$ cat src/rtl/div_fu.sv
// rtl/div_fu.sv - iterative restoring integer divide functional unit (UDIV/SDIV)
//
// Purpose: accepts one A64 UDIV/SDIV from the issue queue while idle, runs a
// restoring shift-subtract divide producing STEPS_PER_CYCLE quotient bits per
// clock, and holds the quotient on the result broadcast until granted.
//
// Ports:
//   clk, rst         clock, asynchronous active-high reset
//   fu_ready         unit idle, an instruction may be accepted this cycle
//   inst_valid       issue queue presents an instruction
//   inst_id, inst    instruction ID and encoding (inst[31]=sf, inst[10]=signed)
//   op[]             operand values, op[0]=dividend, op[1]=divisor
//   out_prn[]        destination PRNs, only out_prn[0] is used
//   pc               program counter (not needed by the divide)
//   result_valid     broadcast holds a completed result
//   result_ready     broadcast grant
//   result_inst_id   ID of the completed instruction
//   result_prn       destination PRN
//   result_value     quotient, zero-extended to 64 bits
module div_fu #(
  parameter int INST_ID_BITS    = 6,
  parameter int PRN_BITS        = 6,
  parameter int MAX_OPERANDS    = 3,
  parameter int STEPS_PER_CYCLE = 1  // 1, 2, 4 or 8
) (
  input  logic                    clk,
  input  logic                    rst,
  output logic                    fu_ready,
  input  logic                    inst_valid,
  input  logic [INST_ID_BITS-1:0] inst_id,
  input  logic [31:0]             inst,
  input  logic [63:0]             op [MAX_OPERANDS],
  input  logic [PRN_BITS-1:0]     out_prn [MAX_OPERANDS],
  input  logic [63:0]             pc,
  output logic                    result_valid,
  input  logic                    result_ready,
  output logic [INST_ID_BITS-1:0] result_inst_id,
  output logic [PRN_BITS-1:0]     result_prn,
  output logic [63:0]             result_value
);

  typedef enum logic [2:0] {IDLE, PREP, DIV, FIX, DONE} state_e;

  state_e                  state_q, state_d;
  logic                    is64_q, is64_d;
  logic                    sdiv_q, sdiv_d;
  logic                    neg_q, neg_d;
  logic [63:0]             dvd_q, dvd_d;   // raw dividend as issued
  logic [63:0]             dvs_q, dvs_d;   // raw divisor as issued
  logic [63:0]             div_q, div_d;   // divisor magnitude
  logic [63:0]             quo_q, quo_d;   // dividend shifts out of the top, quotient in at the bottom
  logic [64:0]             rem_q, rem_d;   // one extra bit so the shifted remainder never overflows
  logic [6:0]              cnt_q, cnt_d;
  logic [INST_ID_BITS-1:0] id_q, id_d;
  logic [PRN_BITS-1:0]     prn_q, prn_d;
  logic                    result_valid_q, result_valid_d;
  logic [INST_ID_BITS-1:0] result_inst_id_q, result_inst_id_d;
  logic [PRN_BITS-1:0]     result_prn_q, result_prn_d;
  logic [63:0]             result_value_q, result_value_d;

  logic        a_n, b_n;
  logic [31:0] a_lo, b_lo;
  logic [63:0] a_m, b_m, q, qf;
  logic [64:0] r;
  logic [6:0]  last_cnt;
  logic        unused_fold;

  // Fold inputs the divide never looks at, keeping them visibly consumed.
  always_comb begin
    unused_fold = ^{pc, inst[30:11], inst[9:0]};
    for (int i = 0; i < MAX_OPERANDS; i++) begin
      unused_fold = unused_fold ^ (^op[i]) ^ (^out_prn[i]);
    end
  end

  always_comb begin
    state_d          = state_q;
    is64_d           = is64_q;
    sdiv_d           = sdiv_q;
    neg_d            = neg_q;
    dvd_d            = dvd_q;
    dvs_d            = dvs_q;
    div_d            = div_q;
    quo_d            = quo_q;
    rem_d            = rem_q;
    cnt_d            = cnt_q;
    id_d             = id_q;
    prn_d            = prn_q;
    result_valid_d   = result_valid_q;
    result_inst_id_d = result_inst_id_q;
    result_prn_d     = result_prn_q;
    result_value_d   = result_value_q;
    a_lo     = dvd_q[31:0];
    b_lo     = dvs_q[31:0];
    a_n      = 1'b0;
    b_n      = 1'b0;
    a_m      = '0;
    b_m      = '0;
    q        = quo_q;
    r        = rem_q;
    qf       = '0;
    last_cnt = is64_q ? 7'(64 / STEPS_PER_CYCLE - 1) : 7'(32 / STEPS_PER_CYCLE - 1);

    case (state_q)
      IDLE: begin
        if (inst_valid) begin
          is64_d  = inst[31];
          sdiv_d  = inst[10];
          dvd_d   = op[0];
          dvs_d   = op[1];
          id_d    = inst_id;
          prn_d   = out_prn[0];
          state_d = PREP;
        end
      end
      PREP: begin
        if (is64_q) begin
          a_n = sdiv_q & dvd_q[63];
          b_n = sdiv_q & dvs_q[63];
          a_m = a_n ? (~dvd_q + 64'd1) : dvd_q;
          b_m = b_n ? (~dvs_q + 64'd1) : dvs_q;
        end else begin
          a_n = sdiv_q & a_lo[31];
          b_n = sdiv_q & b_lo[31];
          // 32-bit dividend is left-aligned so the MSB-first loop is width independent.
          a_m = {(a_n ? (~a_lo + 32'd1) : a_lo), 32'd0};
          b_m = {32'd0, (b_n ? (~b_lo + 32'd1) : b_lo)};
        end
        div_d = b_m;
        rem_d = '0;
        cnt_d = '0;
        if (b_m == 64'd0) begin
          // Zero divisor skips the iteration; FIX then publishes a zero quotient.
          quo_d   = '0;
          neg_d   = 1'b0;
          state_d = FIX;
        end else begin
          quo_d   = a_m;
          neg_d   = a_n ^ b_n;
          state_d = DIV;
        end
      end
      DIV: begin
        for (int s = 0; s < STEPS_PER_CYCLE; s++) begin
          r = {r[63:0], q[63]};
          q = {q[62:0], 1'b0};
          if (r >= {1'b0, div_q}) begin
            r    = r - {1'b0, div_q};
            q[0] = 1'b1;
          end
        end
        rem_d = r;
        quo_d = q;
        cnt_d = cnt_q + 7'd1;
        if (cnt_q == last_cnt) state_d = FIX;
      end
      FIX: begin
        qf               = neg_q ? (~quo_q + 64'd1) : quo_q;
        result_value_d   = is64_q ? qf : {32'd0, qf[31:0]};
        result_inst_id_d = id_q;
        result_prn_d     = prn_q;
        result_valid_d   = 1'b1;
        state_d          = DONE;
      end
      DONE: begin
        if (result_ready) begin
          result_valid_d = 1'b0;
          state_d        = IDLE;
        end
      end
      default: state_d = IDLE;
    endcase
  end

  always_ff @(posedge clk or posedge rst) begin
    if (rst) begin
      state_q          <= IDLE;
      is64_q           <= 1'b0;
      sdiv_q           <= 1'b0;
      neg_q            <= 1'b0;
      dvd_q            <= '0;
      dvs_q            <= '0;
      div_q            <= '0;
      quo_q            <= '0;
      rem_q            <= '0;
      cnt_q            <= '0;
      id_q             <= '0;
      prn_q            <= '0;
      result_valid_q   <= 1'b0;
      result_inst_id_q <= '0;
      result_prn_q     <= '0;
      result_value_q   <= '0;
    end else begin
      state_q          <= state_d;
      is64_q           <= is64_d;
      sdiv_q           <= sdiv_d;
      neg_q            <= neg_d;
      dvd_q            <= dvd_d;
      dvs_q            <= dvs_d;
      div_q            <= div_d;
      quo_q            <= quo_d;
      rem_q            <= rem_d;
      cnt_q            <= cnt_d;
      id_q             <= id_d;
      prn_q            <= prn_d;
      result_valid_q   <= result_valid_d;
      result_inst_id_q <= result_inst_id_d;
      result_prn_q     <= result_prn_d;
      result_value_q   <= result_value_d;
    end
  end

  assign fu_ready       = (state_q == IDLE);
  assign result_valid   = result_valid_q;
  assign result_inst_id = result_inst_id_q;
  assign result_prn     = result_prn_q;
  assign result_value   = result_value_q;

endmodule

$ cat config.mk
export PLATFORM = sky130hd
export DESIGN_NAME = div_fu
export DESIGN_NICKNAME = d
export VERILOG_FILES = /design/src/rtl/div_fu.sv
export SDC_FILE = /design/constraint.sdc
export NUM_CORES = 1
export LEC_CHECK = 0
export BUFFER_PORTS_ARGS = -buffer_cell sky130_fd_sc_hd__buf_2
export CORE_MARGIN = 2
export CORE_UTILIZATION = 40
export CTS_BUF_LIST = sky130_fd_sc_hd__clkbuf_16
export DETAILED_ROUTE_END_ITERATION = 10
export GPL_TIMING_DRIVEN = 0
export PLACE_DENSITY_LB_ADDON = 0.12
export SLEW_MARGIN = 20
export SYNTH_ARGS = -nofsm -noshare
export SYNTH_HDL_FRONTEND = slang
export SYNTH_SLANG_ARGS = --single-unit
$ cat constraint.sdc
create_clock -name clk -period 42.9 [get_ports clk]
set_input_delay 6.435 -clock clk [delete_from_list [all_inputs] [get_ports clk]]
set_output_delay 6.435 -clock clk [all_outputs]
set_load 0.05 [all_outputs]
### Word-level counts from Yosys, hierarchy flattened

Cells that the tools add are included.
W data, S select, Z words.

* bits in read-only memories: 0
* output and inout bits: 78
* bits in registers: 422
* memories kept: 0
* bits in latches: 0
* bits of input ports: 316
* logic and storage cells: 77
* RAM bits: 0

* magnitude comparators: 1
* bitwise gates (word level): 10
* add/sub/neg operators: 7
* equal/unequal tests: 8
* reductions and logical operators: 7
* muxes and demuxes: 28
* divide/modulo/power cells: 0
* shifts and indexed selects: 0
* $mul: 0

Operators by type and width (number)
* $mux W64: 9
* $pmux W64 S2: 2
* $add A64 B1 Y64 const B: 3
* $not A64 Y64: 3
* $ge A65 B64 Y1: 1
* $add A32 B1 Y32 const B: 2
* $logic_not A64 Y1: 1
* $mux W32: 2
* $not A32 Y32: 2
* $sub A64 B64 Y64: 1
* $pmux W3 S5: 1
* $pmux W7 S2: 1
* $mux W3: 3
* $mux W1: 8
* $add A7 B1 Y7 const B: 1
* $eq A7 B6 Y1: 1
* $eq A3 B2 Y1 const B: 2
* $mux W6: 1
* $and A1 B1 Y1: 4
* $ne A2 B2 Y1 const B: 2
* $reduce_and A2 Y1: 2
* $reduce_bool A2 Y1: 2
* $eq A3 B1 Y1 const B: 1
* $eq A3 B3 Y1 const B: 1
* 5 further kinds: 5

### Longest topological paths before layout

* word-level depth: 8
* gate-level depth with buffers: 15

### Least setup slack after synthesis

OpenSTA, ideal clock, no wires.

* path type: register to output
* from: reg state_q[0]
* to: out fu_ready
* stages on the path, launching flop included: 2
* arrival: 1.543 ns
* data required time: 36.465 ns
* path buffers: 0
* path slack: 34.922 ns
* cell sequence: dfrtp_1 nor3_1

* cells in the longest elaborated chain, start to end: 1

Ends and longest elaborated chain
* start: declaration: line 44 `state_e state_q, state_d;`
* start signal: assignment: line 194 `state_q <= state_d;`
* $logic_not A3 Y1: line 213 `assign fu_ready = (state_q == IDLE);`
* end: declaration: line 28 `output logic fu_ready,`

No other way between the ends.

### Worst setup path in the final report

* from: in inst_valid
* to: reg dvs_q[58]

* cells in the longest elaborated chain, start to end: 1

Ends and longest elaborated chain
* start: declaration: line 29 `input logic inst_valid,`
* $reduce_and A2 Y1 (no source line)
* end signal: assignment: line 199 `dvs_q <= dvs_d;`
* end: declaration: line 49 `logic [63:0] dvs_q, dvs_d;`

No other way between the ends.
A chain may end at the register's enable or synchronous reset.

==> out/metrics.cfg <==
[cts]
cts_setup_buffers = 0
post_cts_resized = 0
cts_root_buf = clkbuf_16
cts_max_path_buffers = 3
h-tree-depth = 2
cts_sinks = 422
cts_made_buffers = 50
path_clk_slew_ns = 0.06
clkLatencyLatePin_ns = 0.61
cts_hold_buf = 0
cts_tree = yes

[grt]
grt_pass1_wl_mm = 139.3
grtUsageMet3_pct = 3.746
grt_max_degree = 88
use_met2_pct = 41.00
grt_overflow_total = 0
grt_pass1_vias = 22740
antenna_found_initial = 11
grt_use_met1_pct = 40.18
gr-max-usage-layer = met2
grt_usage_pct = 26.91

[critical_path]
cpMostUsedCell = clkbuf_1
slowest_delay_ns = 0.80
cp_cell_sequence = buf_2, and2_1, clkbuf_1, clkbuf_1, mux2_2
critical_path_class = in -> reg
end_kind = flop
cp-start-kind = input port
cp.arrival_ns = 8.59
cp_slowest_cell = clkbuf_1
critical_path_required_ns = 43.37
path_max_fanout = 10

[power_and_ir_drop]
power-per-cell-area_mw_per_mm2 = 99.31
ir_worst_vdd_v = 0.00005130
cellLeakagePower_nw = 13.15

[detailed_routing]
drt-pass1-iter-count = 5
post_drt_wl_per_cell_um = 22.22
first_iter_violations = 2074
drc_errors = 0
antenna_left = 0
avgViaCountPerCell = 5.798
via_count = 23830
drt_wl_total_mm = 91.32

[flow_run]
drv_cap = 0

[timing]
fin_crit_sh_pct = 18.92
slew_violations = 0
hold_viol = 0
max_freq_mhz = 123.2
grt_setup_unrepaired = no
worst_clock_skew_ns = 0.02148
tightest_slew_ns = 1.081
setup_viol = 0
period_minus_slack_ns = 8.117
slew-limit-headroom_pct = 27.26
tns_ns = 0

[hold_path]
hold_class = reg -> reg

[floorplanning]
core-area_mm2 = 0.06423
die_w_um = 258.4
rows = 93
die-area_mm2 = 0.06677
start_util_pct = 40.30
ios = 394
die_h_um = 258.4

[logic_synthesis]
synth_edf_count = 0
syn_inst = 2931
synth_top_flop_cell = dfrtp_1
synth_seq_cells = 422
syn_avg_cell_area_um2 = 8.832
synth_fp_nets = 3316
ys.warnings.count = 0
yosysUniqueCellTypes = 79
ys_async_sr_fraction_pct = 100.0
ys_seq_area_share_pct = 40.79
synth_area_mm2 = 0.02589

[run_status]
run_status = complete, no violations

[place]
dp_hpwl_mm = 71.08
port_buffers = 223
gp_congestion = 0.9342
placed_cells = 4014

[layout]
syn_to_final_growth_pct = 15.65
fin_nets = 3596
final_cells = 4110
drive_above_1_share_pct = 14.82

## sequential cells by signal, summed over array words and instances (netlist names)
name / cells
quo_q: 64
id_q: 6
dvd_q: 64
rem_q: 64
result_inst_id: 6
prn_q: 6
is64_q: 1
result_value: 64
neg_q: 1
div_q: 64
dvs_q: 64
sdiv_q: 1
state_q: 3
cnt_q: 7
result_prn: 6
result_valid: 1
## per-stage QoR
step	hold slack [ns]	area (µm²)	setup WS [ns]	util, %	power [mW]
after detailed placement	0.4565	28220	34.14	43.93	2.497
after floorplan	0.4348	25890	24.72	-	1.933
after global routing	0.4999	29940	34.74	46.60	3.176
final	0.4663	29940	34.78	46.61	2.973
after global placement	0.4484	28070	20.19	43.71	2.476
after CTS	0.4724	29930	34.77	46.59	2.955
## critical path: cells and delay by family
kind | cells | cell delay (ns)
buffers and inverters | 3 | 1.47
multiplexers | 1 | 0.41
AND/OR/NAND/NOR | 1 | 0.27
## cells by family after synthesis
kind of cell	count (synthesis)	share of synthesized area [%]
DFF	422	40.79
buffers and inverters	284	4.171
muxes	168	7.144
AOI/OAI and AO/OA	855	19.91
adders and majority gates	69	3.364
xor gates and xnor gates	255	8.627
and+or+nand+nor	878	15.99
## final timing paths
path	start	endpoint	slack, ns	depth (start not counted)
max	inst_valid	dvs_q[58]	34.78	5
min	id_q[2]	result_inst_id[2]	0.47	2
max reg2reg	dvs_q[0]	quo_q[12]	37.48	14
min reg2reg	id_q[2]	result_inst_id[2]	0.47	2
max in group asynchronous	rst	result_value[33]	35.54	5
min in group asynchronous	rst	result_prn[4]	5.84	2
## area by class of cell
class | instances | area (µm²)
Fill cell | 6340 | 34290
Multi-Input combinational cell | 2225 | 14250
Sequential cell | 422 | 10560
Clock buffer | 53 | 1326
Timing Repair Buffer | 228 | 1254
Tap cell | 855 | 1070
Buffer | 177 | 678.2
Inverter | 107 | 409.1
Clock inverter | 41 | 382.9
Antenna cell | 2 | 5.005
## metal layers
metal / part of all wire [%] / wire length, µm
met4: 2.5 / 2299
met5: 0.023 / 21
met2: 44 / 40150
met3: 6.6 / 6057
met1: 47 / 42790
## cell usage after synthesis, types with 12 or more instances
| master | count | area share, % |
|---|---|---|
| a21o_1 | 40 | 1.2 |
| a21oi_1 | 153 | 3.0 |
| a22oi_1 | 70 | 2.0 |
| a31oi_1 | 36 | 0.87 |
| and2_1 | 16 | 0.39 |
| and3_1 | 14 | 0.34 |
| clkbuf_1 | 159 | 2.3 |
| dfrtp_1 | 422 | 41 |
| ha_1 | 68 | 3.3 |
| inv_1 | 104 | 1.5 |
| mux2_2 | 134 | 5.8 |
| mux2i_1 | 34 | 1.3 |
| nand2_1 | 384 | 5.6 |
| nand2b_1 | 15 | 0.36 |
| nand3_1 | 40 | 0.77 |
| nand4_1 | 41 | 0.99 |
| nor2_1 | 160 | 2.3 |
| nor2b_1 | 12 | 0.29 |
| nor3_1 | 49 | 0.95 |
| nor4_1 | 23 | 0.56 |
| o21ai_0 | 339 | 6.6 |
| o21ai_1 | 31 | 0.60 |
| o21bai_1 | 21 | 0.61 |
| o22ai_1 | 19 | 0.46 |
| o31ai_1 | 45 | 1.3 |
| o41ai_1 | 14 | 0.47 |
| or2_2 | 13 | 0.31 |
| or3_1 | 55 | 1.3 |
| or4_1 | 23 | 0.67 |
| xnor2_1 | 101 | 3.4 |
| xor2_1 | 154 | 5.2 |
## power breakdown
part / leakage, nW / internal [mW] / switching [mW]
clock: 0.848 / 0.265 / 0.181
sequential: 5.31 / 0.573 / 0.184
combinational: 6.99 / 0.613 / 1.16
total: 13.1 / 1.45 / 1.52
## cells in the final DEF, fill, tap and decap left out, types with 68 or more instances in the layout
master,netlist,routed
dfrtp_1,422,422
clkbuf_1,159,159
inv_1,104,108
a22oi_1,70,70
mux2_2,134,134
buf_2,11,234
o21ai_0,339,339
xor2_1,154,154
a21oi_1,153,153
nand2_1,384,384
nor2_1,160,160
ha_1,68,68
xnor2_1,101,101
(Power assumes the default switching activity.)
